--- config.mk ---
export PLATFORM = sky130hd
export DESIGN_NAME = msdf_avmm_responder
export DESIGN_NICKNAME = d
export VERILOG_FILES = /design/src/rtl/msdf_avmm_responder.sv
export SDC_FILE = /design/constraint.sdc
export NUM_CORES = 1
export LEC_CHECK = 0
export ABC_AREA = 1
export BUFFER_PORTS_ARGS = -buffer_cell sky130_fd_sc_hd__buf_2
export CORE_MARGIN = 2
export CORE_UTILIZATION = 55
export CTS_CLUSTER_DIAMETER = 40
export DETAILED_ROUTE_END_ITERATION = 10
export HOLD_SLACK_MARGIN = 0.15
export PLACE_DENSITY = 0.86
export SLEW_MARGIN = 25
export SYNTH_ARGS = -nofsm -noshare
export SYNTH_HDL_FRONTEND = slang
export SYNTH_SLANG_ARGS = --single-unit
export TNS_END_PERCENT = 100
--- constraint.sdc ---
create_clock -name clk -period 8.3 [get_ports clk]
set_input_delay 1.66 -clock clk [delete_from_list [all_inputs] [get_ports clk]]
set_output_delay 1.66 -clock clk [all_outputs]
set_load 0.005 [all_outputs]
--- src/rtl/msdf_avmm_responder.sv ---
// msdf_avmm_responder: Avalon-MM register front end that streams MSDF operands and buffers result digits (optional irq via MSDF_AVMM_IRQ_EN)
module msdf_avmm_responder #(
  parameter int DIGIT_W    = 4,
  parameter int N_DIGITS   = 8,
  parameter int FIFO_DEPTH = 16
) (
  input  logic               clk,
  input  logic               reset,
  input  logic [2:0]         avs_address,
  input  logic               avs_read,
  input  logic               avs_write,
  input  logic [31:0]        avs_writedata,
  output logic [31:0]        avs_readdata,
  output logic               avs_readdatavalid,
  output logic               avs_waitrequest,
  output logic               op_valid,
  input  logic               op_ready,
  output logic [DIGIT_W-1:0] op_x,
  output logic [DIGIT_W-1:0] op_y,
  output logic               op_last,
  input  logic               res_valid,
  input  logic [DIGIT_W-1:0] res_digit,
  input  logic               res_last,
  output logic               irq
);
  localparam int OW = N_DIGITS * DIGIT_W;
  localparam int AW = $clog2(FIFO_DEPTH);
  localparam int IW = $clog2(N_DIGITS + 1);
  typedef enum logic [1:0] {IDLE, SEND, DRAIN} state_t;
  state_t             r_state;
  logic [IW-1:0]      r_idx;
  logic [OW-1:0]      r_sx, r_sy;
  logic [31:0]        r_x, r_y, r_rdata;
  logic               r_op_valid, r_op_last, r_done, r_ovf, r_rvalid;
  logic [AW:0]        r_cnt;
  logic [AW-1:0]      r_wp, r_rp;
  logic [DIGIT_W:0]   r_mem [FIFO_DEPTH];
  logic               w_busy, w_stall, w_wr, w_start, w_clr, w_pop, w_full, w_push, w_fin, w_irq_en;
  logic [DIGIT_W:0]   w_head;
  logic [31:0]        w_status, w_res, w_rdata;
  assign w_busy   = r_state != IDLE;
  assign w_stall  = avs_write & w_busy & ((avs_address == 3'd0 & avs_writedata[0]) | avs_address == 3'd2 | avs_address == 3'd3);
  assign w_wr     = avs_write & !w_stall;
  assign w_clr    = w_wr & avs_address == 3'd0 & avs_writedata[1];
  assign w_start  = w_wr & avs_address == 3'd0 & avs_writedata[0] & !avs_writedata[1];
  assign w_pop    = avs_read & avs_address == 3'd4 & r_cnt != '0;
  assign w_full   = r_cnt == (AW+1)'(FIFO_DEPTH);
  assign w_push   = res_valid & (!w_full | w_pop) & !w_clr;
  assign w_fin    = r_state == DRAIN & res_valid & res_last;
  assign w_head   = r_mem[r_rp];
  assign w_status = {19'd0, 5'(r_cnt), 5'd0, r_ovf, r_done, w_busy};
  assign w_res    = r_cnt == '0 ? 32'h8000_0000 : {1'b0, w_head[DIGIT_W], 30'(w_head[DIGIT_W-1:0])};
  assign w_rdata  = avs_address == 3'd0 ? {29'd0, w_irq_en, 2'd0} :
                    avs_address == 3'd1 ? w_status :
                    avs_address == 3'd2 ? r_x :
                    avs_address == 3'd3 ? r_y :
                    avs_address == 3'd4 ? w_res : 32'd0;
  assign avs_waitrequest   = w_stall;
  assign avs_readdata      = r_rdata;
  assign avs_readdatavalid = r_rvalid;
  assign op_valid = r_op_valid;
  assign op_last  = r_op_last;
  assign op_x     = r_sx[OW-1 -: DIGIT_W];
  assign op_y     = r_sy[OW-1 -: DIGIT_W];
`ifdef MSDF_AVMM_IRQ_EN
  logic r_irq_en;
  // interrupt enable follows every accepted CTRL write
  always_ff @(posedge clk)
    if (reset) r_irq_en <= 1'b0;
    else if (w_wr & avs_address == 3'd0) r_irq_en <= avs_writedata[2];
  assign w_irq_en = r_irq_en;
  assign irq      = r_irq_en & r_done;
`else
  assign w_irq_en = 1'b0;
  assign irq      = 1'b0;
`endif
  // operand sequencer: shift registers present the current MSD, CLEAR aborts
  always_ff @(posedge clk) begin
    if (reset) begin
      r_state    <= IDLE;
      r_idx      <= '0;
      r_sx       <= '0;
      r_sy       <= '0;
      r_op_valid <= 1'b0;
      r_op_last  <= 1'b0;
    end else if (w_clr) begin
      r_state    <= IDLE;
      r_op_valid <= 1'b0;
      r_op_last  <= 1'b0;
    end else begin
      case (r_state)
        IDLE: if (w_start) begin
          r_state    <= SEND;
          r_idx      <= '0;
          r_sx       <= r_x[OW-1:0];
          r_sy       <= r_y[OW-1:0];
          r_op_valid <= 1'b1;
          r_op_last  <= N_DIGITS == 1;
        end
        SEND: if (op_ready) begin
          r_idx     <= r_idx + 1'b1;
          r_sx      <= r_sx << DIGIT_W;
          r_sy      <= r_sy << DIGIT_W;
          r_op_last <= int'(r_idx) + 2 == N_DIGITS;
          if (r_op_last) begin
            r_state    <= DRAIN;
            r_op_valid <= 1'b0;
            r_op_last  <= 1'b0;
          end
        end
        default: if (w_fin) r_state <= IDLE;
      endcase
    end
  end
  // result FIFO bookkeeping plus sticky DONE/OVERFLOW flags
  always_ff @(posedge clk) begin
    if (reset || w_clr) begin
      r_cnt  <= '0;
      r_wp   <= '0;
      r_rp   <= '0;
      r_done <= 1'b0;
      r_ovf  <= 1'b0;
    end else begin
      if (w_start) r_done <= 1'b0;
      else if (w_fin) r_done <= 1'b1;
      if (res_valid & w_full & !w_pop) r_ovf <= 1'b1;
      if (w_push) r_wp <= r_wp + 1'b1;
      if (w_pop) r_rp <= r_rp + 1'b1;
      r_cnt <= r_cnt + (AW+1)'(w_push) - (AW+1)'(w_pop);
    end
  end
  // FIFO storage needs no reset; the pointers define its contents
  always_ff @(posedge clk)
    if (w_push) r_mem[r_wp] <= {res_last, res_digit};
  // operand registers and the one-cycle read response
  always_ff @(posedge clk) begin
    if (reset) begin
      r_x      <= '0;
      r_y      <= '0;
      r_rdata  <= '0;
      r_rvalid <= 1'b0;
    end else begin
      if (w_wr & avs_address == 3'd2) r_x <= avs_writedata;
      if (w_wr & avs_address == 3'd3) r_y <= avs_writedata;
      r_rvalid <= avs_read;
      r_rdata  <= avs_read ? w_rdata : 32'd0;
    end
  end
endmodule

# Yosys cells after proc, flatten, opt, wreduce, memory -nomap -nowiden

Memories as Yosys holds them, arrays and structs flattened. A register that Yosys moved wholly into a read port is not among the register bits.
Index checks and enable logic that the tools add are counted.

ROM bits: 0
Register bits after elaboration: 184
Bits in latches: 0
Memories kept: 1
Input port bits: 46
Memory bits (writable): 80

Bitwise gates (word level): 23
Add/subtract/negate cells: 6
Multiply operators: 0
Magnitude comparators: 0
Reduce and logical (&&, ||, !) cells: 21
Mux-type cells: 31
Eq/ne operators: 11
Shifts and indexed selects: 0
Div/mod/pow operators: 0

Memory list:

| memory | depth | width | read ports | clocked after Yosys merged registers in | write ports | RTL line | RTL |
|---|---|---|---|---|---|---|---|
| r_mem  | 16    | 5     | 1          | 1                                       | 1           | 37       | `logic [DIGIT_W:0] r_mem [FIFO_DEPTH];` |

Operators with widths:

| operator                                                        | number |
|---|---|
| 32-bit two-way mux                                              | 8 |
| 32-bit case mux with 2 select lines                             | 2 |
| 1-bit AND                                                       | 18 |
| 4-bit two-way mux                                               | 4 |
| 13-bit two-way mux                                              | 1 |
| 4-bit by 1-bit adder with 4-bit output, second input constant   | 3 |
| 4-bit AND reduction                                             | 3 |
| 1-bit two-way mux                                               | 8 |
| 2-bit two-way mux                                               | 4 |
| 4-bit case mux with 2 select lines                              | 1 |
| 3-bit by 2-bit == test with 1-bit output, second input constant | 2 |
| 2-bit != test, second input constant                            | 3 |
| 4-bit by 2-bit adder with 5-bit output, second input constant   | 1 |
| 5-bit by 1-bit adder with 5-bit output                          | 1 |
| 5-bit by 4-bit == test with 1-bit output, second input constant | 1 |
| 5-bit == test, second input constant                            | 1 |
| 1-bit logical NOT                                               | 5 |
| 5-bit logical NOT                                               | 1 |
| 5-bit nonzero test                                              | 1 |
| 5-bit by 1-bit subtractor with 5-bit output                     | 1 |
| 1-bit case mux with 2 select lines                              | 2 |
| 2-bit case mux with 2 select lines                              | 1 |
| 2-bit nonzero test                                              | 2 |
| 2-bit OR reduction                                              | 2 |
| other kinds (13)                                                | 16 |

# Logic depth before layout (Yosys ltp)

Gate-level depths: netlist of the first run.

Word-level depth: 13
Mapped depth: 20
Depth with buffers taken out: 20

# Least setup slack after synthesis of the first run

Ideal clock, no wire load.

Path type: input to register
From: input avs_address[2]
To: register r_cnt[4]
Stages on the path: 20
Arrival: 3.706 ns
Buffers on the path: 0
Setup time: 0.126 ns
Path slack: 4.468 ns
Data required time: 8.174 ns
Path through: inv_2 -> nand2_2 -> nor2_4 -> nand2_1 -> nand2_1 -> nand2_2 -> nand4_2 -> nand2_1 -> ha_1 -> inv_1 -> ha_1 -> inv_1 -> fa_1 -> inv_1 -> a21oi_1 -> nor2_1 -> nor2_1 -> xor2_1 -> inv_1 -> nor2_1

Longest elaborated chain between the ends: 13

RTL lines:

| what                                        | RTL line | RTL |
|---|---|---|
| from (decl)                                 | 9        | `input logic [2:0] avs_address,` |
| 3-bit logical NOT                           | 42, 44   |  |
| 1-bit AND                                   | 42       | `assign w_stall = avs_write & w_busy & ((avs_address == 3'd0 & avs_writedata[0]) \| avs_address == 3'd2 \| avs_ad ...` |
| 1-bit OR (2 in series)                      | 42       |  |
| 1-bit AND                                   | 42       |  |
| 1-bit logical NOT                           | 43       | `assign w_wr = avs_write & !w_stall;` |
| 1-bit AND                                   | 43       |  |
| 1-bit AND (2 in series)                     | 44       | `assign w_clr = w_wr & avs_address == 3'd0 & avs_writedata[1];` |
| 1-bit logical NOT                           | 48       | `assign w_push = res_valid & (!w_full \| w_pop) & !w_clr;` |
| 1-bit AND                                   | 48       |  |
| 5-bit by 1-bit adder with 5-bit output      | 129      | `r_cnt <= r_cnt + (AW+1)'(w_push) - (AW+1)'(w_pop);` |
| 5-bit by 1-bit subtractor with 5-bit output | 129      |  |
| to (signal assigned)                        | 129      |  |
| to (decl)                                   | 35       | `logic [AW:0] r_cnt;` |

Several ways; a longest one is shown, not always the timed one.
A chain may end at the register's enable or synchronous reset.

# Worst setup path after layout of the first run

From: input avs_address[1]
To: output avs_waitrequest

Longest elaborated chain between the ends: 5

RTL lines:

| what              | RTL line | RTL |
|---|---|---|
| 3-bit logical NOT | 42       |  |
| 1-bit AND         | 42       |  |
| 1-bit OR          | 42       |  |
| 1-bit OR *        | 42       |  |
| 1-bit AND *       | 42       |  |
| to (decl)         | 15       | `output logic avs_waitrequest,` |

Mark *: on every way between the ends. The rest lies on a longest branch, timed or not.

==> results of run 1 <==
-- per-stage QoR --
stage,instances,hold slack [ns]
floorplan,1484,0.430
global placement,1769,0.441
detailed placement,1769,0.441
CTS,1820,0.450
global route,1820,0.467
finish,1821,0.454
-- registers in the layout, indices dropped and copies added, names as in the netlist, named ones only --
register,cells
avs_readdata,32
avs_readdatavalid,1
op_last,1
op_valid,1
r_cnt,5
r_done,1
r_idx,4
r_mem,80
r_ovf,1
r_rp,4
r_state,2
r_sx,32
r_sy,32
r_wp,4
r_x,32
r_y,32
-- cell usage after synthesis (2+ instances only) --
library cell  number
a21oi_1          118
a22oi_1            5
buf_1              2
buf_2             26
buf_4             15
buf_6              4
clkbuf_1          38
clkinv_1           3
dfxtp_1          188
edfxtp_1          80
ha_1              14
inv_1            202
inv_2              3
nand2_1          359
nand2_2            6
nand3_1           52
nand4_1            8
nor2_1           184
nor2_4             2
nor3_1             4
nor3b_1            6
o211ai_1          11
o21ai_0          128
o21ai_1           10
or2_2              2
xor2_1             5
-- layout make-up --
cell class,count,area (µm²),area share [%]
inverter,208,782,6.00
multi-input combinational,923,4220,32.3
antenna,1,2.50,0.0192
clock inverter,12,224,1.72
sequential,268,6170,47.3
tap,275,344,2.64
clock buffer,39,813,6.24
timing repair buffer,95,490,3.76
-- cells by family after synthesis --
kind of cell / count (synthesis) / share of synthesized area (%)
AOI/OAI and AO/OA: 275 / 12.3
xor gates and xnor gates: 6 / 0.454
adders and majority gates: 15 / 1.69
buffers and inverters: 293 / 10.5
DFF: 268 / 53.3
other: 1 / 0.0324
and+or+nand+nor: 626 / 21.7
-- path summary, 6_finish.rpt --
path | end | cells after the start | slack, ns | start
setup / recovery | avs_waitrequest | 9 | 4.16 | avs_address[1]
hold reg to reg | r_ovf | 2 | 0.45 | r_ovf
hold / removal | r_ovf | 2 | 0.45 | r_ovf
setup reg to reg | r_cnt[4] | 19 | 5.09 | r_cnt[2]
-- worst register-to-register path, stage by stage (launching register included) --
cell and delay, ns:
dfxtp_1 0.33, inv_1 0.09, ha_1 0.16, nor3b_1 0.46, o211ai_1 0.16, nand2_1 0.11, inv_1 0.09, nand2_1 0.22
ha_1 0.27, inv_1 0.06, ha_1 0.16, inv_1 0.05, fa_1 0.37, inv_1 0.09, a21oi_1 0.06, nor2_1 0.09
nor2_1 0.05, xor2_1 0.12, inv_1 0.06, nor2_1 0.13
-- power by group --
group / internal (W) / leakage [nW] / switching, W
Sequential: 0.00139 / 2.24 / 0.0000264
Combinational: 0.0000837 / 2.96 / 0.000170
Clock: 0.000872 / 0.500 / 0.000514
Total: 0.00234 / 5.70 / 0.000710
-- metal layers --
metal	vias to the layer above	wire, µm
li1	4770	-
met1	4397	11300
met2	336	13300
met3	76	1650
met4	0	939
met5	-	0
-- cells in the final DEF (no fill, tap or decap), types with 14 or more instances in the layout --
cell	instances
inv_1	202
nand2_1	358
a21oi_1	118
o21ai_0	128
edfxtp_1	80
buf_2	89
dfxtp_1	188
clkbuf_16	29
ha_1	14
nor2_1	182
nand3_1	52
==> flow_summary.toml, run 1 <==
[power]
powerDensity_mw_per_mm2 = 234
p_leak_nw = 5.70
finalPower_w = 0.00306
peakVddDrop_mv = 0.174

[logic_synthesis]
synth_seq_cells = 268
ys_types = 35
synthTopCellsByArea = "dfxtp_1, edfxtp_1, nand2_1"
syn_inst = 1484
synth_flop_cell = "dfxtp_1"
syn_area_mm2 = 0.0116
synth_edf_count = 80
synth_top_cell_area_share_pct = 32.5
synth-async-reset-ratio_pct = 0
avgSynthCellArea_um2 = 7.80
ys_warn_count = 0
yosysTopAreaCell = "dfxtp_1"
ys_seq_area_share_pct = 53.3
syn-num-nets = 1545

[routing]
wl_per_cell_um = 14.9
drtPass1Iterations = 6
drcViolationCount = 0
route.vias.total = 9579
vias_per_cell = 5.26
wirelength_um = 27200
drtAntennaViolNets = 0
drt_iter0_drc = 744

[global_routing]
grt.overflow.total = 0
use_met3_pct = 3.67
grt.met1_usage_pct = 31.7
antenna_found_initial = 0
globalRoute.busiestLayer = "met2"
grt_usage_pct = 24.4
grt_pass1_wl_um = 43800
grt_pass1_vias = 8995
met2_usage_pct = 41.5
grt_max_degree = 118

[clocking]
ctsResizeCount = 0
cts_buffer_depth = 3
post-cts-setup-buffers = 0
cts_htree_levels = 1
clock-sinks = 268
clkLatencyLatePin_ns = 0.54
cts_tree = "yes"
root_buffer = "clkbuf_16"
cts_buffers = 29
clk_pin_slew_ns = 0.06
hold_buffers = 0

[die]
num_rows = 53
die-height_um = 149
core_mm2 = 0.0208
die_w_um = 149
initial_utilization_pct = 55.6
dieArea_mm2 = 0.0222
pin_count = 91

[worst_hold_path]
hold_class = "flop to flop"

[finish]
drive_gt1_share_pct = 10.4
final_util_pct = 62.6
final_area_mm2 = 0.0130
fill_cells = 1679
syn2layout_area_growth_pct = 12.7
nets = 1586

[sta]
setup_tns_ns = 0
finalClockSkew_ns = 0.0203
setup_viol = 0
maxSlewViolCount = 0
hold_viol_final = 0
worst_slack_ns = 4.16
slew_headroom_pct = 32.8
fin_crit_sh_pct = 49.9
finalCriticalPeriod_ns = 4.14
worstMarginPinSlew_ns = 1.01
clock.fmax_mhz = 241
rsz0062_at_grt = "false"

[critical_path]
end_kind = "output pin"
critPathSlowestCell = "buf_2"
cpLargestDelayFamily = "simple AND/OR/NAND/NOR gates"
path_max_fanout = 4
required_ns = 6.64
path_cells = "buf_2 > inv_2 > nand2_2 > nor2_4 > nand2_1 > nand2_1 > nand2_2 > inv_2 > buf_2"
crit_buf_inv = 4
critPathLaunchType = "input pin"
max_stage_delay_ns = 0.13
critical_path_arrival_ns = 2.48
critPathKind = "input pin to output pin"

[placed_design]
place_congestion = 0.887
place_area_mm2 = 0.0120
dp.final_hpwl_um = 17300
port_buffers = 89
place_ws_ns = 4.06

[outcome]
status = "finished, final reports clean"

[job]
maxCapViolations = 0
(Power assumes the default switching activity.)
==> inputs of run 2 (changes only) <==
==> constraint.sdc (replaced) <==
create_clock -name clk -period 4.3 [get_ports clk]
set_input_delay 0.86 -clock clk [delete_from_list [all_inputs] [get_ports clk]]
set_output_delay 0.86 -clock clk [all_outputs]
set_load 0.005 [all_outputs]
==> run 2 against run 1 <==
  * Register-to-register slack lost 4.0 ns
  * Clock skew shrank 0.0035 ns
  * Cell count up 0.44%
  * Hold slack improved by 0.0082 ns
  * Global-route usage increased by 0.12 points
  * Non-clock buffer count up 3
  * Sequential power rose by 92%
  * First-iteration DRC count shrank 11%
  * Sequential share of layout area is 0.15 points lower
  * Clock-buffer cell count is 4 higher
  * Via count increased by 1.4%
  * Combinational power increased by 93%
  * Largest power group unchanged
  * Highest routed layer is now met5
==> flow_summary.toml, run 2 (synthesis results as in run 1) <==
[finish]
diodes = 0
top_register = "r_mem"
drive_gt1_share_pct = 10.8
largest_reg_flops = 80
nets = 1591
multi_input_area_mm2 = 0.00422
fill_cells = 1684
seqCellArea_mm2 = 0.00617
layout_common_cells = "nand2_1, inv_1, dfxtp_1"
layout_commonest_cell = "nand2_1"
syn2layout_area_growth_pct = 13.0

[placed_design]
place_ws_ns = 0.889
dp.final_hpwl_um = 17500
port_buffers = 89
place_congestion = 0.918

[sta]
finalClockSkew_ns = 0.0168
worst_slack_ns = 1.12
fin_crit_sh_pct = 74.0
slew_headroom_pct = 34.5
setup_viol = 0
finalCriticalPeriod_ns = 3.18
setup_tns_ns = 0
clock.fmax_mhz = 314
hold_viol_final = 0
rsz0062_at_grt = "false"
worstMarginPinSlew_ns = 0.976
hold-worst-slack_ns = 0.462
maxSlewViolCount = 0

[clocking]
clock-sinks = 268
clk_pin_slew_ns = 0.06
root_buffer = "clkbuf_16"
post-cts-setup-buffers = 0
cts_buffer_depth = 3
cts_tree = "yes"
clkLatencyLatePin_ns = 0.54
cts_buffers = 31
hold_buffers = 0
cts_htree_levels = 1
ctsResizeCount = 0

[global_routing]
grt_max_degree = 117
grt.overflow.total = 0
grt_usage_pct = 24.5
grt_pass1_vias = 9084
grt_pass1_wl_um = 43600
antenna_found_initial = 1

[power]
peakVddDrop_mv = 0.371
powerDensity_mw_per_mm2 = 446
p_leak_nw = 5.74

[critical_path]
critPathKind = "flop to flop"
critical_path_arrival_ns = 3.58
required_ns = 4.70
critPathLaunchType = "flop"
path_max_fanout = 7
end_kind = "flop"

[outcome]
status = "finished, final reports clean"

[routing]
drtAntennaViolNets = 0
wirelength_um = 27600
drcViolationCount = 0
vias_per_cell = 5.31
wl_per_cell_um = 15.1
route.vias.total = 9712
drt_iter0_drc = 664
drtPass1Iterations = 6

[die]
pin_count = 91
initial_utilization_pct = 55.6
dieArea_mm2 = 0.0222
core_mm2 = 0.0208
die-height_um = 149
num_rows = 53
die_w_um = 149

[job]
maxCapViolations = 0

[worst_hold_path]
hold_class = "flop to flop"
## run 2: changes by cell type in the layout (fill, tap and decap cells not counted), moves of 2 or more
cell | previous run | this run
clkinvlp_4 | 2 | 0
clkinv_2 | 2 | 6
clkbuf_1 | 5 | 7
bufinv_16 | 6 | 2
buf_4 | 6 | 8
clkbuf_16 | 29 | 32
inv_6 | 1 | 3
## run 2: final timing paths
| check | slack (ns) | start | cells after the start | endpoint |
|---|---|---|---|---|
| worst max-delay path | 1.12 | r_cnt[3] | 19 | r_cnt[4] |
| worst min-delay path | 0.46 | r_x[31] | 2 | r_x[31] |
| worst max register to register | 1.12 | r_cnt[3] | 19 | r_cnt[4] |
| worst min register to register | 0.46 | r_x[31] | 2 | r_x[31] |
## run 2: critical path, cell delays in order (launching register included)
cell and delay (ns):
dfxtp_1 0.33, inv_1 0.08, ha_1 0.13, nor3b_1 0.49
o211ai_1 0.16, nand2_1 0.12, inv_1 0.09, nand2_1 0.22
ha_1 0.27, inv_1 0.06, ha_1 0.16, inv_1 0.06
fa_1 0.37, inv_1 0.09, a21oi_1 0.06, nor2_1 0.08
nor2_1 0.05, xor2_1 0.13, inv_1 0.05, nor2_1 0.03
## run 2: layer usage
layer | GRT usage (%) | up-vias | wire length (µm)
li1 | - | 4777 | -
met1 | 30.6 | 4457 | 11300
met2 | 42.8 | 394 | 13500
met3 | 3.58 | 82 | 1800
met4 | 9.76 | 2 | 1060
met5 | 0 | - | 13
## run 2: layout make-up
type	count	area share, %
multi-input combinational	923	32.2
inverter	208	5.98
clock inverter	14	1.20
clock buffer	43	6.74
tap	275	2.63
sequential	268	47.1
timing repair buffer	98	4.08
## run 2: through the flow
stage | instance area (µm²) | cells | power (W) | util (%)
after floorplan | 11600 | 1484 | 0.00311 | -
after global placement | 12000 | 1771 | 0.00324 | 57.6
after detailed placement | 12000 | 1771 | 0.00326 | 57.6
after CTS | 13000 | 1828 | 0.00585 | 62.6
after global routing | 13100 | 1829 | 0.00604 | 62.8
final | 13100 | 1829 | 0.00583 | 62.8
## run 2: report_power, final
part | switching (W) | internal [W]
Combinational | 0.000326 | 0.000163
Sequential | 0.0000511 | 0.00268
Clock | 0.00104 | 0.00157
Total | 0.00141 | 0.00441
==> inputs of run 3 (changes only) <==
--- a/config.mk
+++ b/config.mk
@@ -5,7 +5,7 @@
 export SDC_FILE = /design/constraint.sdc
 export NUM_CORES = 1
 export LEC_CHECK = 0
-export ABC_AREA = 1
+export ABC_AREA = 0
 export BUFFER_PORTS_ARGS = -buffer_cell sky130_fd_sc_hd__buf_2
 export CORE_MARGIN = 2
 export CORE_UTILIZATION = 55
==> constraint.sdc (replaced) <==
create_clock -name clk -period 3.18 [get_ports clk]
set_input_delay 0.636 -clock clk [delete_from_list [all_inputs] [get_ports clk]]
set_output_delay 0.636 -clock clk [all_outputs]
set_load 0.005 [all_outputs]
==> run 3 against run 2 <==
  * Core utilization is 1.0 points higher
  * Die area decreased by 2.5%
  * Largest power group unchanged
  * Combinational power increased by 36%
  * Global-route usage rose by 1.5 points
  * Flip-flop and latch count did not move
  * Sequential power rose by 36%
  * First-iteration DRC count is 69% higher
  * Hold slack got worse by 0.13 ns
  * Sequential share of layout area grew 0.76 points
  * Design area shrank 1.6%
==> flow_summary.toml, run 3 <==
[worst_hold_path]
min_from = "avs_writedata[18]"
hold_class = "input pin to flop"

[critical_path]
crit_path_start = "r_cnt[3]"
critical_path_arrival_ns = 3.29
end_kind = "flop"
path_max_fanout = 3
critPathLaunchType = "flop"
critPathKind = "flop to flop"
r2r-start = "r_cnt[3]"
required_ns = 3.60

[finish]
final_util_pct = 63.8
largest_reg_flops = 80
layout_common_cells = "nand2_1, dfxtp_1, a21oi_1"
drive_gt1_share_pct = 20.5
nets = 1213
fill_cells = 1522
layout_commonest_cell = "nand2_1"
top_register = "r_mem"
seqCellArea_mm2 = 0.00617
syn2layout_area_growth_pct = 14.1
multi_input_area_mm2 = 0.00456

[routing]
route.vias.total = 8894
wl_per_cell_um = 19.7
drtPass1Iterations = 6
drcViolationCount = 0
vias_per_cell = 6.15
drtAntennaViolNets = 0
drt_iter0_drc = 1123
wirelength_um = 28500

[placed_design]
place_congestion = 0.931
dp.final_hpwl_um = 17500
port_buffers = 89

[die]
pin_count = 91
core_mm2 = 0.0202
num_rows = 52
initial_utilization_pct = 55.9
die-height_um = 147
dieArea_mm2 = 0.0217
die_w_um = 147

[sta]
setup_viol = 0
clock.fmax_mhz = 348
rsz0062_at_grt = "false"
fin_crit_sh_pct = 90.2
finalCriticalPeriod_ns = 2.87
slew_headroom_pct = 43.7
worstMarginPinSlew_ns = 0.844
maxSlewViolCount = 0
setup_tns_ns = 0
hold_viol_final = 0
finalClockSkew_ns = 0.0207

[logic_synthesis]
yosys-top-cells-count = "nand2_1, dfxtp_1, a21oi_1"
yosysTopAreaCell = "dfxtp_1"
ys_seq_area_share_pct = 54.7
ys_warn_count = 0
ys_types = 59
syn_inst = 1099
synth_seq_cells = 268
post-synth-top-count-cell = "nand2_1"
syn_area_mm2 = 0.0113
synth_top_cell_area_share_pct = 33.4
synth_edf_count = 80
synthTopCellsByArea = "dfxtp_1, edfxtp_1, nand2_1"
synth-async-reset-ratio_pct = 0
avgSynthCellArea_um2 = 10.3
syn-num-nets = 1160
synth_flop_cell = "dfxtp_1"

[clocking]
cts_buffers = 30
cts_tree = "yes"
clk_pin_slew_ns = 0.06
cts_htree_levels = 1
clock-sinks = 268
cts_buffer_depth = 3
clkLatencyLatePin_ns = 0.55
root_buffer = "clkbuf_16"
post-cts-setup-buffers = 0

[global_routing]
grt_max_degree = 77
grt_usage_pct = 26.0
grt_pass1_wl_um = 45100
grt.overflow.total = 0
antenna_found_initial = 1
grt_pass1_vias = 8373

[power]
switching_share_pct = 24.3
powerDensity_mw_per_mm2 = 616
seq_power_share_pct = 46.6
p_clk_share_pct = 44.9
peakVddDrop_mv = 0.488
p_switching_w = 0.00193
internal-power_w = 0.00600
pwr-share-comb_pct = 8.4
p_leak_nw = 4.35

[outcome]
status = "finished, final reports clean"

[job]
maxCapViolations = 0
run 3: cell count changes after synthesis, moves of 11 or more:
cell      change
mux4_2       +17
mux2i_1      +37
o21ai_0     -108
a21oi_1      +26
nor2_1      -124
clkbuf_1     +13
o211ai_1     -11
a311oi_1     +16
a311oi_2     +40
nand3_1      -40
nand2_1     -105
inv_1       -181
run 3: layer usage:
layer	up-vias	global-route usage [%]	wire length, µm
met5	-	0	0
met4	0	8.65	920
met3	76	4.94	2970
met2	538	41.6	13400
met1	4273	35.9	11200
li1	4007	-	-
run 3: timing repair:
item / in CTS / in global routing
hold buffers: 0 / 0
gates resized for setup: 0 / 1
endpoints found under the setup margin: 0 / 1
run 3: area by class of cell:
class | instances | area share, %
Antenna cell | 1 | 0.0194
Clock buffer | 35 | 6.30
Clock inverter | 21 | 1.83
Inverter | 21 | 0.612
Multi-Input combinational cell | 714 | 35.4
Sequential cell | 268 | 47.9
Tap cell | 270 | 2.62
Timing Repair Buffer | 117 | 5.31
run 3: power by group through the flow:
stage / Clock [W] / Combinational, W / Sequential, W
6_report: 0.00356 / 0.000667 / 0.00370
5_1_grt: 0.00372 / 0.000722 / 0.00371
4_1_cts: 0.00359 / 0.000653 / 0.00369
3_5_place_dp: 0 / 0.000647 / 0.00376
3_3_place_gp: 0 / 0.000619 / 0.00376
2_1_floorplan: 0 / 0.000453 / 0.00374
run 3: logic make-up after synthesis:
kind of cell,Yosys count,synth area share [%]
other,1,0.0332
buffers and inverters,117,5.14
adders and majority gates,15,1.73
and+or+nand+nor,388,14.8
xor gates and xnor gates,7,0.544
AOI/OAI and AO/OA,245,15.8
DFF,268,54.7
muxes,58,7.34
run 3: critical path: stages (launching register included):
cell and delay (ns):
dfxtp_1 0.32, inv_1 0.11, ha_1 0.18, or4b_4 0.48, nand2b_1 0.11, inv_1 0.05, ha_1 0.27, inv_1 0.06
ha_1 0.15, inv_1 0.05, fa_1 0.39, nand2b_1 0.16, a21oi_1 0.19, o21ai_0 0.09, nor3b_1 0.14
run 3: worst paths after layout:
| kind | endpoint | slack [ns] | cells past startpoint |
|---|---|---|---|
| max | r_cnt[4] | 0.31 | 14 |
| min | r_y[18] | 0.33 | 3 |
| max reg2reg | r_cnt[4] | 0.31 | 14 |
| min reg2reg | r_sy[4] | 0.46 | 2 |
run 3: metrics by stage:
step / total power (W) / worst slack, ns / hold slack (ns) / instances / area, µm²
after floorplan: 0.00419 / 0.00398 / 0.437 / 1099 / 11300
after global placement: 0.00438 / 0.256 / 0.458 / 1390 / 11800
after detailed placement: 0.00441 / 0.159 / 0.467 / 1390 / 11800
after CTS: 0.00793 / 0.149 / 0.319 / 1446 / 12900
after global routing: 0.00815 / 0.147 / 0.319 / 1447 / 12900
final: 0.00792 / 0.310 / 0.329 / 1447 / 12900
